`src/rtl/wib_pkg.sv`:
```
// rtl/wib_pkg.sv - shared constants and FSM state type for the WIB read controller.
package wib_pkg;

  localparam int WIB_AW = 10;
  localparam int WIB_DW = 32;
  localparam int unsigned WIB_FIFO_DEPTH = 2;

  typedef enum logic [1:0] {
    ST_IDLE  = 2'd0,
    ST_RUN   = 2'd1,
    ST_DRAIN = 2'd2
  } wib_state_e;

endpackage

```
`src/rtl/wib_skid_fifo.sv`:
```
// rtl/wib_skid_fifo.sv - 2-entry FIFO that absorbs SRAM returns under downstream stall.
module wib_skid_fifo
  import wib_pkg::*;
#(
  parameter int W = 33
) (
  input  logic         clk,
  input  logic         rst_n,
  input  logic         push_i,
  input  logic [W-1:0] wdata_i,
  input  logic         pop_i,
  output logic [W-1:0] rdata_o,
  output logic [1:0]   count_o
);

  logic [W-1:0] mem_q [WIB_FIFO_DEPTH];
  logic         wr_ptr_q;
  logic         rd_ptr_q;
  logic [1:0]   count_q;
  logic         pop_ok;

  assign pop_ok  = pop_i && (count_q != 2'd0);
  assign rdata_o = mem_q[rd_ptr_q];
  assign count_o = count_q;

  // Storage is reset too so the head reads zero out of reset.
  always_ff @(posedge clk or negedge rst_n) begin
    if (!rst_n) begin
      mem_q    <= '{default: '0};
      wr_ptr_q <= 1'b0;
      rd_ptr_q <= 1'b0;
      count_q  <= 2'd0;
    end else begin
      if (push_i) begin
        mem_q[wr_ptr_q] <= wdata_i;
        wr_ptr_q        <= ~wr_ptr_q;
      end
      if (pop_ok) begin
        rd_ptr_q <= ~rd_ptr_q;
      end
      count_q <= count_q + {1'b0, push_i} - {1'b0, pop_ok};
    end
  end

endmodule

```
`src/rtl/wib_rd_ctrl.sv`:
```
// rtl/wib_rd_ctrl.sv - burst read controller: WIB SRAM port B to a valid/ready weight stream.
module wib_rd_ctrl
  import wib_pkg::*;
#(
  parameter int AW = WIB_AW,
  parameter int DW = WIB_DW
) (
  input  logic          clk,
  input  logic          rst_n,
  input  logic          cmd_valid,
  output logic          cmd_ready,
  input  logic [AW-1:0] cmd_addr,
  input  logic [AW:0]   cmd_len,
  output logic          sram_enb,
  output logic [AW-1:0] sram_addrb,
  input  logic [DW-1:0] sram_doutb,
  output logic          out_valid,
  input  logic          out_ready,
  output logic [DW-1:0] out_data,
  output logic          out_last,
  output logic          busy
);

  localparam logic [2:0] CREDITS = 3'(WIB_FIFO_DEPTH);

  wib_state_e    state_q, state_d;
  logic [AW-1:0] addr_q, addr_d;
  logic [AW:0]   rem_q, rem_d;
  logic          inflight_q, tag_last_q;
  logic [1:0]    fifo_cnt;
  logic [DW:0]   fifo_head;
  logic [2:0]    occ;
  logic          pop, issue, cmd_fire, final_word;

  assign cmd_ready  = (state_q == ST_IDLE);
  assign busy       = ~cmd_ready;
  assign cmd_fire   = cmd_valid && cmd_ready;
  assign out_valid  = (fifo_cnt != 2'd0);
  assign pop        = out_valid && out_ready;
  assign out_data   = fifo_head[DW-1:0];
  assign out_last   = fifo_head[DW];
  assign final_word = (rem_q == {{AW{1'b0}}, 1'b1});

  // A same-cycle pop frees a slot, so credit is checked against occ - pop.
  assign occ      = {1'b0, fifo_cnt} + {2'b00, inflight_q};
  assign issue    = (state_q == ST_RUN) && (occ < CREDITS + {2'b00, pop});
  assign sram_enb = issue;
  assign sram_addrb = addr_q;

  always_comb begin
    state_d = state_q;
    addr_d  = addr_q;
    rem_d   = rem_q;
    case (state_q)
      ST_IDLE: begin
        if (cmd_fire && (cmd_len != '0)) begin
          addr_d  = cmd_addr;
          rem_d   = cmd_len;
          state_d = ST_RUN;
        end
      end
      ST_RUN: begin
        if (issue) begin
          rem_d = rem_q - {{AW{1'b0}}, 1'b1};
          // Address stays on the final word so sram_addrb keeps the last read address.
          if (final_word) begin
            state_d = ST_DRAIN;
          end else begin
            addr_d = addr_q + {{(AW-1){1'b0}}, 1'b1};
          end
        end
      end
      ST_DRAIN: begin
        if (pop && out_last) begin
          state_d = ST_IDLE;
        end
      end
      default: state_d = ST_IDLE;
    endcase
  end

  always_ff @(posedge clk or negedge rst_n) begin
    if (!rst_n) begin
      state_q    <= ST_IDLE;
      addr_q     <= '0;
      rem_q      <= '0;
      inflight_q <= 1'b0;
      tag_last_q <= 1'b0;
    end else begin
      state_q    <= state_d;
      addr_q     <= addr_d;
      rem_q      <= rem_d;
      inflight_q <= issue;
      tag_last_q <= issue && final_word;
    end
  end

  wib_skid_fifo #(
    .W (DW + 1)
  ) u_fifo (
    .clk     (clk),
    .rst_n   (rst_n),
    .push_i  (inflight_q),
    .wdata_i ({tag_last_q, sram_doutb}),
    .pop_i   (pop),
    .rdata_o (fifo_head),
    .count_o (fifo_cnt)
  );

endmodule

```
`config.mk`:
```
export PLATFORM = sky130hd
export DESIGN_NAME = wib_rd_ctrl
export DESIGN_NICKNAME = d
export VERILOG_FILES = /design/src/rtl/wib_pkg.sv /design/src/rtl/wib_skid_fifo.sv /design/src/rtl/wib_rd_ctrl.sv
export SDC_FILE = /design/constraint.sdc
export NUM_CORES = 1
export LEC_CHECK = 0
export ABC_AREA = 0
export BUFFER_PORTS_ARGS = -buffer_cell sky130_fd_sc_hd__buf_2
export CORE_MARGIN = 2
export CORE_UTILIZATION = 55
export DETAILED_ROUTE_END_ITERATION = 6
export PLACE_DENSITY = 0.82
export SKIP_LAST_GASP = 1
export SLEW_MARGIN = 20
export SYNTH_ARGS = -nofsm -noshare
export SYNTH_HDL_FRONTEND = slang
export SYNTH_HIERARCHICAL = 1
export SYNTH_SLANG_ARGS = --single-unit
```
`constraint.sdc`:
```
create_clock -name clk -period 2.7 [get_ports clk]
set_clock_uncertainty 0.2 [all_clocks]
set_input_delay 0.81 -clock clk [delete_from_list [all_inputs] [get_ports clk]]
set_output_delay 0.81 -clock clk [all_outputs]
set_load 0.1 [all_outputs]
```
**After elaboration in Yosys (flattened, before gate mapping)**

Cells that the tools add are included.

- Eq/ne operators: 8
- Bitwise logic cells: 5
- Multiplexer cells: 18
- $add $sub $neg: 6
- Reductions and logical operators: 15
- $mul: 0
- Magnitude comparators: 4
- Shift-type cells: 0
- Divide/modulo/power cells: 0

Operators with widths:

| operator | count |
|---|---|
| $mux 33 | 4 |
| $bwmux 66 | 1 |
| $demux 33 s1 | 1 |
| $mux 10 | 3 |
| $mux 11 | 2 |
| $pmux 11 s2 | 1 |
| $pmux 10 s2 | 1 |
| $eq 11x1->1 const B | 1 |
| $reduce_bool 11->1 | 1 |
| $sub 11x1->11 const B | 1 |
| $add 10x1->10 const B | 1 |
| $logic_and 1x1->1 | 8 |
| $mux 2 | 4 |
| $ne 2x2->1 const B | 4 |
| $reduce_and 4->1 | 2 |
| $pmux 2 s3 | 1 |
| $ge 2x2->1 const B | 2 |
| $not 1->2 | 2 |
| $reduce_bool 2->1 | 2 |
| $add 2x1->3 | 1 |
| $add 2x1->3 const A | 1 |
| $lt 3x3->1 | 1 |
| $not 1->1 | 3 |
| $reduce_and 3->1 | 1 |
| 7 further kinds | 7 |

- Bits in registers: 95
- Input bits: 57
- Bits in writable memories: 0
- Bits in read-only memories: 0
- Memories kept: 0
- Output and inout bits: 47
- Latch bits: 0
- Logic and storage cells: 66

**Depth between registers and ports, before layout**

Gate-level depths: netlist of the first run.

- Word-level depth: 7
- Mapped depth: 9
- Mapped depth without buffers: 7

**By module**

Netlist of the first run, hierarchy kept.

Modules (own cells, without submodules):

| module | sequential area each (um^2) | cells each | area an instance (um^2) | times used |
|---|---|---|---|---|
| wib_skid_fifo | 1751.7 | 191 | 3194.3 | 1 |
| wib_rd_ctrl | 625.6 | 190 | 1564.0 | 1 |

**Least setup slack after synthesis of the first run**

No wires, ideal clock.

- Kind: register -> output
- From: reg state_q[0]
- To: out busy
- Setup slack: -1.029 ns
- Stages on the path, launching flop included: 4
- Arrival: 2.719 ns
- Required time: 1.690 ns
- Buffers on the path: 1
- Path through: dfrtp_1 -> clkbuf_2 -> nor2_1 -> inv_1

- Longest elaborated chain between the ends: 2

Ends and longest elaborated chain:

| element | RTL line | RTL |
|---|---|---|
| from (decl) | wib_rd_ctrl.sv:26 | `wib_state_e state_q, state_d;` |
| from (signal assigned) | wib_rd_ctrl.sv:90 | `state_q <= state_d;` |
| $logic_not 2->1 | wib_rd_ctrl.sv:35 | `assign cmd_ready = (state_q == ST_IDLE);` |
| net cmd_ready | wib_rd_ctrl.sv:11 | `output logic cmd_ready,` |
| $not 1->1 | wib_rd_ctrl.sv:36 | `assign busy = ~cmd_ready;` |
| to (decl) | wib_rd_ctrl.sv:21 | `output logic busy` |

The timed path passes the listed nets, and every way through them passes these cells.

**Worst setup path in the final report of the first run**

- From: reg u_fifo.count_q[0], in the netlist u_fifo/count_o[0]
- To: out sram_enb

- Longest elaborated chain between the ends: 5
- Elaborated cells between the ends (all ways): 6
- Classes of those cells: add/sub: 2; order compare: 1; reduce/logical: 3

Ends and longest elaborated chain:

| element | RTL line | RTL |
|---|---|---|
| from (decl) | wib_skid_fifo.sv:19 | `logic [1:0] count_q;` |
| from (signal assigned) | wib_skid_fifo.sv:41 | `count_q <= count_q + {1'b0, push_i} - {1'b0, pop_ok};` |
| $reduce_bool 2->1 | wib_rd_ctrl.sv:38 | `assign out_valid = (fifo_cnt != 2'd0);` |
| $logic_and 1x1->1 | wib_rd_ctrl.sv:39 | `assign pop = out_valid && out_ready;` |
| $add 2x1->3 | wib_rd_ctrl.sv:46 | `assign issue = (state_q == ST_RUN) && (occ < CREDITS + {2'b00, pop});` |
| $lt 3x3->1 * | wib_rd_ctrl.sv:46 |  |
| $logic_and 1x1->1 * | wib_rd_ctrl.sv:46 |  |
| to (decl) | wib_rd_ctrl.sv:14 | `output logic sram_enb,` |

Every way passes the cells marked *; elsewhere a longest branch is shown, timed or not.

==> summary.txt, run 1 <==
Fillers = 568
Setup CP Type = reg -> out
Max Cap Viol = 0
Number of global-route vias before repair = 3702
Final Instance Count excl. Fillers = 604
Endpoints failing setup = 1
Hold Slack = 0.195 ns
Root Driver = clkbuf_8
Initial antenna violation count = 0
Largest net degree at the start of global routing = 49
Synth-to-Final Area Change = 29.9%
Routed WL = 10400 microns
Min-delay worst type = in -> async
GRT Residual Overflow = 0
Layout Nets = 558
Drt drc = 0
Global placement routability congestion = 0.918
Yosys warns = 6
Status = finished, violations left
Ant. Diodes = 0
R2r endpoint = sram_addrb[9]$_DFFE_PN0P_
Post-route clock period utilization = 1.02
Post-Syn Instances = 381
Fin Setup TNS = -0.0531 ns
Least-Margin Pin Slew = 0.530 ns
DRT iter0 DRCs = 209
Core area = 8300 sq um
Reg2reg path depth = 8
Initial core utilization = 0.573
Post-synthesis register bit count = 95
Fmax achieved = 363 MHz
Vias after detailed routing = 3466
Min Tclk post-route = 2.75 ns
Clock Sinks = 95
Dominant synthesized flop cell = dfrtp_1
Critical path arrival = 1.74 ns
GR Util All Layers = 0.236
First-pass GRT wire length = 18200 microns
Count of cell types in the netlist = 48
Area taken by multi-input logic gates = 2210 sq um
Max-slew violation count = 0
Post-detail-place hpwl = 7310 microns
Synthesized area = 4760 sq um
Violated checks = setup timing
Number of failing hold endpoints at the final stage = 0
Flip-flop and latch area = 2380 sq um
Placement Cell Area = 5900 sq um
Syn nets = 445
CP max FO = 2
IO Pins = 104
Final WS setup = -0.0531 ns
Register area share after synthesis = 0.500
Max clock buf depth = 2
Inst Count DP = 585
Chip height = 97.0 microns
Hold-fix buffers, CTS = 0
Post-Layout Inst Area = 6180 sq um
Layout cells sized above 1 = 0.505
Critical Path RT = 1.69 ns
WL/cell = 17.2 microns
Die area = 9410 sq um
RSZ-0062 raised after global routing = true
Ys async rst share = 1.00
Htree depth = 3
Worst Setup End Kind = output pin
Clock Latency Late Sink = 0.35 ns
Post-synth EDFFs = 0
Slew Limit Headroom = 0.644
Reg2reg start = rem_q[1]$_DFFE_PN0P_
Worst reg-to-reg setup slack = 0.19 ns
Vias per cell = 5.74
Final ANT Viol Nets = 0
First-pass iteration count of the detailed router = 4
Row count = 33
Chip width = 97.0 microns
Clock slew at reported path FFs = 0.09 ns
Port bufs = 103
Mean Syn Cell Area = 12.5 sq um
TritonCTS clock tree = done
Kind of launch point of the worst setup path = flop
Inserted Clock Buffers = 9
timing repair:
action                                  in CTS  in global routing
setup buffers                                3                  0
cloned                                       0                  0
gates resized for setup                      4                  2
pin swaps                                    4                  0
endpoints found under the setup margin       1                  2
critical path, cell delays in order, from the launching register on:
cell        delay (ns)
dfrtp_1           0.42
ha_4              0.26
nand2b_4          0.13
a211o_1           0.33
clkinvlp_4        0.10
buf_12            0.17
placed cells by master (no fill, tap or decap), types with 3 or more instances in the layout:
master / instances
a21oi_1: 23
a22o_1: 4
buf_12: 36
buf_2: 68
buf_4: 17
clkbuf_8: 12
dfrtp_1: 95
ha_1: 5
inv_1: 9
mux2_2: 69
mux2_4: 30
nand2_1: 26
nand2b_1: 4
nand3_1: 8
nor2_1: 13
nor4_1: 6
o21ai_0: 15
o22ai_1: 7
o2bb2ai_1: 3
or4_1: 3
metal layers:
layer	up-vias	track usage	part of all wire
met5	-	0	0
li1	1603	-	-
met4	0	0.0704	0.018
met1	1706	0.319	0.43
met2	138	0.390	0.50
met3	19	0.0448	0.046
sequential cells by signal, indices dropped and copies added (netlist names):
signal and cells:
u_fifo/rd_ptr_q 1, u_fifo/mem_q 66, inflight_q 1, u_fifo/count_o 2, tag_last_q 1, state_q 2, sram_addrb 10, u_fifo/wr_ptr_q 1
rem_q 11
per-stage QoR:
stage          worst slack, ns   util
4_1_cts                -0.0529  0.744
6_report               -0.0531  0.745
3_5_place_dp            0.0299  0.711
5_1_grt                 -0.124  0.745
2_1_floorplan         -0.00244      -
3_3_place_gp            0.0581  0.711
layout make-up:
cell class                 count  share of cell area
clock buffer                  12              0.0267
clock inverter                 4             0.00850
inverter                      10             0.00668
multi-input combinational    256               0.358
sequential                    95               0.385
tap                          105              0.0213
timing repair buffer         122               0.194
synthesized netlist by cell type, types with 4 or more instances:
cell type | number | area share
a21oi_1 | 23 | 0.024
a22o_1 | 4 | 0.0074
buf_2 | 6 | 0.0063
buf_6 | 5 | 0.012
clkbuf_1 | 4 | 0.0032
dfrtp_1 | 95 | 0.50
ha_1 | 7 | 0.018
inv_1 | 10 | 0.0079
mux2_2 | 69 | 0.16
mux2_4 | 30 | 0.095
nand2_1 | 26 | 0.021
nand2b_1 | 5 | 0.0066
nand3_1 | 8 | 0.0084
nor2_1 | 14 | 0.011
nor4_1 | 6 | 0.0079
o21ai_0 | 15 | 0.016
o22ai_1 | 7 | 0.0092
cells by family after synthesis:
| kind of cell | count (synthesis) | share of synthesized area |
|---|---|---|
| AO/OA/AOI/OAI | 67 | 0.0870 |
| adder cells (fa/ha/maj) | 7 | 0.0184 |
| buffers and inverters | 30 | 0.0460 |
| AND/OR/NAND/NOR | 79 | 0.0836 |
| XOR/XNOR | 4 | 0.00736 |
| multiplexers | 99 | 0.258 |
| flip-flops | 95 | 0.500 |
worst max-delay path by stage:
stage                                 from       end  slack (ns)  cells after the start
6_report       u_fifo/count_o[0]$_DFF_PN0_  sram_enb       -0.05                      5
5_1_grt        u_fifo/count_o[0]$_DFF_PN0_  sram_enb       -0.12                      5
4_1_cts        u_fifo/count_o[0]$_DFF_PN0_  sram_enb       -0.05                      5
3_5_place_dp                     out_ready  sram_enb        0.03                      6
3_3_place_gp                     out_ready  sram_enb        0.06                      6
2_1_floorplan                    out_ready  sram_enb      -0.002                      4
Power of run 1 is not shown: default switching activity piles up to over one toggle a cycle in this logic, so the estimate is an artifact.
==> run 2, diff against run 1 <==
Settings changed: SKIP_CTS_REPAIR_TIMING from default to 1.
Clock period 2.7 ns to 2.9 ns, I/O delays scaled along.
==> run 2 against run 1 <==
  * The flow now finishes without violations
  * Via count is 2.2% lower
  * Cell count is 0.33% lower
  * First-iteration DRC count is 36% lower
  * Critical endpoint unchanged
==> summary.txt, run 2 (same netlist as run 1, synthesis figures left out) <==
Chip width = 97.0 microns
WL/cell = 16.8 microns
Ant. Diodes = 0
Endpoints failing setup = 0
Initial antenna violation count = 0
Worst Setup End Kind = output pin
Status = completed
Max clock buf depth = 2
Min Tclk post-route = 2.89 ns
Port bufs = 103
Slew Limit Headroom = 0.442
Layout Nets = 556
Row count = 33
Most frequent cells in the layout = 94 x dfrtp_1, 69 x mux2_2, 68 x buf_2
Core area = 8300 sq um
Fmax achieved = 346 MHz
Critical Path RT = 1.83 ns
IO Pins = 104
Max-slew violation count = 0
DRT iter0 DRCs = 133
GR Util All Layers = 0.220
Initial core utilization = 0.573
GRT Residual Overflow = 0
Least-Margin Pin Slew = 0.834 ns
Largest net degree at the start of global routing = 60
Vias after detailed routing = 3389
Global placement routability congestion = 0.883
Setup CP Type = reg -> out
Htree depth = 3
Root Driver = clkbuf_8
Min-delay worst type = in -> async
Critical path arrival = 1.82 ns
Number of failing hold endpoints at the final stage = 0
First-pass GRT wire length = 16900 microns
Die area = 9410 sq um
Clock slew at reported path FFs = 0.10 ns
Most common cell after layout, fill and taps aside = dfrtp_1
Crit-path max cell delay = 0.43 ns
Routed WL = 10100 microns
Max reg flops = 66
Number of global-route vias before repair = 3504
RSZ-0062 raised after global routing = true
Post-detail-place hpwl = 7080 microns
CP Cell Sequence = ha_2 > ha_4 > a211o_1 > clkinvlp_4 > buf_12
Slowest-stage cell, CP = dfrtp_1
Clock Latency Late Sink = 0.35 ns
Placement Cell Area = 5870 sq um
Kind of launch point of the worst setup path = flop
Fillers = 542
Inserted Clock Buffers = 9
Largest Register = u_fifo/mem_q
Post-route clock period utilization = 0.997
Chip height = 97.0 microns
Synth-to-Final Area Change = 29.2%
First-pass iteration count of the detailed router = 5
TritonCTS clock tree = done
CP max FO = 4
Post-Layout Inst Area = 6150 sq um
Drt drc = 0
Final ANT Viol Nets = 0
Clock Sinks = 95
Max Cap Viol = 0
Layout cells sized above 1 = 0.501
Vias per cell = 5.63
## run 2: cell types whose count changed in the layout (fill, tap and decap cells not counted), moves of 2 or more
cell / change
inv_6: +3
clkbuf_8: -3
clkinv_4: -2
clkinvlp_4: +2
## run 2: path summary, 6_finish.rpt
path	from	end	slack (ns)	cells past startpoint
worst min-delay path	rst_n	u_fifo/mem_q[38]$_DFFE_PN0P_	0.26	1
worst min register to register	u_fifo/mem_q[15]$_DFFE_PN0P_	u_fifo/mem_q[15]$_DFFE_PN0P_	0.31	1
worst max register to register	rem_q[1]$_DFFE_PN0P_	sram_addrb[3]$_DFFE_PN0P_	0.45	8
max in group asynchronous	rst_n	u_fifo/mem_q[9]$_DFFE_PN0P_	1.54	2
worst max-delay path	u_fifo/count_o[0]$_DFF_PN0_	sram_enb	0.008	5
min in group clk	u_fifo/mem_q[15]$_DFFE_PN0P_	u_fifo/mem_q[15]$_DFFE_PN0P_	0.31	1
## run 2: critical path: cells and delay by family (launching register included)
family                   cells  cell delay, ns
buffers and inverters        2            0.28
flip-flops                   1            0.43
AO/OA/AOI/OAI                1            0.33
adder cells (fa/ha/maj)      2            0.42
## run 2: layout make-up
type                       count  area (sq um)  share of cell area
clock buffer                   9           124              0.0202
sequential                    95          2380               0.387
timing repair buffer         120          1180               0.192
multi-input combinational    256          2190               0.356
inverter                      10          41.3             0.00672
clock inverter                 7           101              0.0165
tap                          105           131              0.0214
## run 2: metrics by stage
step                      TNS (ns)  worst slack [ns]  instances  utilization  hold slack (ns)
after global placement           0            0.0917        581        0.707            0.281
after floorplan                  0            0.0416        381            -            0.257
after global routing       -0.0797           -0.0797        602        0.741            0.285
final                            0           0.00753        602        0.741            0.260
after CTS                   -0.148            -0.148        597        0.734            0.265
after detailed placement         0            0.0689        581        0.707            0.290
## run 2: metal layers
| metal | wire length, microns | track usage |
|---|---|---|
| met1 | 4420 | 0.299 |
| met2 | 5100 | 0.357 |
| met3 | 432 | 0.0397 |
| met4 | 158 | 0.0737 |
| met5 | 0 | 0 |
Power of run 2 is left out for the same reason.
==> run 3, diff against run 2 <==
Settings changed: CORE_ASPECT_RATIO from default to 0.75.
==> run 3 against run 2 <==
  * Non-clock buffer count decreased by 1
  * Die area about the same
  * Sequential cell count unchanged
  * Setup slack got worse by 0.0038 ns
  * Highest routed layer unchanged
==> summary.txt, run 3 (same netlist as run 1, synthesis figures left out) <==
Routed WL = 10600 microns
Inserted Clock Buffers = 9
Status = completed
Crit-path max cell delay = 0.42 ns
WHS Endpoint = u_fifo/mem_q[11]$_DFFE_PN0P_
Least-Margin Pin Slew = 0.861 ns
Reg2reg path depth = 7
Worst reg-to-reg setup slack = 0.23 ns
GR Util All Layers = 0.234
Global placement routability congestion = 0.934
Synth-to-Final Area Change = 31.2%
Critical path arrival = 1.83 ns
Setup CP Type = reg -> out
Final ANT Viol Nets = 0
RSZ-0062 raised after global routing = true
DRT iter0 DRCs = 170
Vias after detailed routing = 3425
Chip width = 111 microns
R2r endpoint = sram_addrb[9]$_DFFE_PN0P_
Clock Sinks = 95
Reg2reg start = rem_q[1]$_DFFE_PN0P_
Row count = 29
Inst Count DP = 582
GRT Residual Overflow = 0
Final WS setup = 0.00368 ns
Critical Path RT = 1.83 ns
First-pass iteration count of the detailed router = 5
Fmax achieved = 345 MHz
Root Driver = clkbuf_16
Max clock buf depth = 2
Post-route clock period utilization = 0.999
Min-delay worst type = reg -> reg
Initial core utilization = 0.565
Min Tclk post-route = 2.90 ns
Die area = 9420 sq um
Chip height = 84.6 microns
Most frequent cells in the layout = 94 x dfrtp_1, 69 x mux2_2, 68 x buf_2
WL/cell = 17.5 microns
CP max FO = 3
Largest net degree at the start of global routing = 53
IO Pins = 104
Max reg flops = 66
Number of failing hold endpoints at the final stage = 0
Clock slew at reported path FFs = 0.06 ns
Max-slew violation count = 0
Endpoints failing setup = 0
Slew Limit Headroom = 0.424
Htree depth = 3
Initial antenna violation count = 0
Hold Path Stages = 1
Slowest-stage cell, CP = dfrtp_1
Largest Register = u_fifo/mem_q
Final Instance Count excl. Fillers = 604
Kind of launch point of the worst setup path = flop
Vias per cell = 5.67
Post-detail-place hpwl = 7260 microns
Final Util = 0.742
Port bufs = 103
Most common cell after layout, fill and taps aside = dfrtp_1
CP Cell Sequence = ha_2 > ha_4 > a211o_1 > clkinvlp_4 > buf_12
Layout cells sized above 1 = 0.498
TritonCTS clock tree = done
Hold Slack = 0.301 ns
Max Cap Viol = 0
Number of global-route vias before repair = 3494
Place WS = 0.0721 ns
Ant. Diodes = 0
Hold_sp = u_fifo/mem_q[11]$_DFFE_PN0P_
Worst Setup End Kind = output pin
Drt drc = 0
First-pass GRT wire length = 17500 microns
Clock Latency Late Sink = 0.34 ns
Layout Nets = 555
Core area = 8420 sq um
## run 3: changes by cell type in the layout (fill, tap and decap cells not counted)
cell        before  now
buf_12          36   35
bufinv_16        2    3
clkbuf_1         0    1
clkbuf_16        0    9
clkbuf_8         9    0
clkinv_2         0    2
clkinv_4         0    1
clkinvlp_4       3    1
inv_6            3    0
## run 3: per-stage QoR
stage               area [sq um]  setup TNS [ns]
finish                      6240               0
global route                6240         -0.0317
CTS                         6180          -0.125
detailed placement          5840               0
global placement            5840               0
floorplan                   4770               0
## run 3: layout make-up
cell class                 count  area (sq um)
clock buffer                  10           229
clock inverter                 6           109
fill                         575          2170
inverter                      10          41.3
multi-input combinational    256          2190
sequential                    95          2380
tap                          108           135
timing repair buffer         119          1160
## run 3: worst max path at each step
stage                                start  endpoint  cells after the start
2_1_floorplan                    out_ready  sram_enb                      4
3_5_place_dp                     out_ready  sram_enb                      6
3_3_place_gp                     out_ready  sram_enb                      6
6_report       u_fifo/count_o[0]$_DFF_PN0_  sram_enb                      5
5_1_grt        u_fifo/count_o[0]$_DFF_PN0_  sram_enb                      5
4_1_cts               inflight_q$_DFF_PN0_  sram_enb                      5
## run 3: metal layers
layer / vias to the layer above / track usage / routed length [microns]
met2: 128 / 0.375 / 5140
met3: 10 / 0.0592 / 606
met4: 0 / 0.0673 / 113
met5: - / 0 / 0
li1: 1598 / - / -
met1: 1689 / 0.321 / 4710
## run 3: worst max-delay path: cells and delay by family, from the launching register on
kind | cells | cell delay [ns]
AOI/OAI and AO/OA | 1 | 0.34
adders and majority gates | 2 | 0.44
DFF | 1 | 0.42
buffers and inverters | 2 | 0.29
Power of run 3 is left out for the same reason.
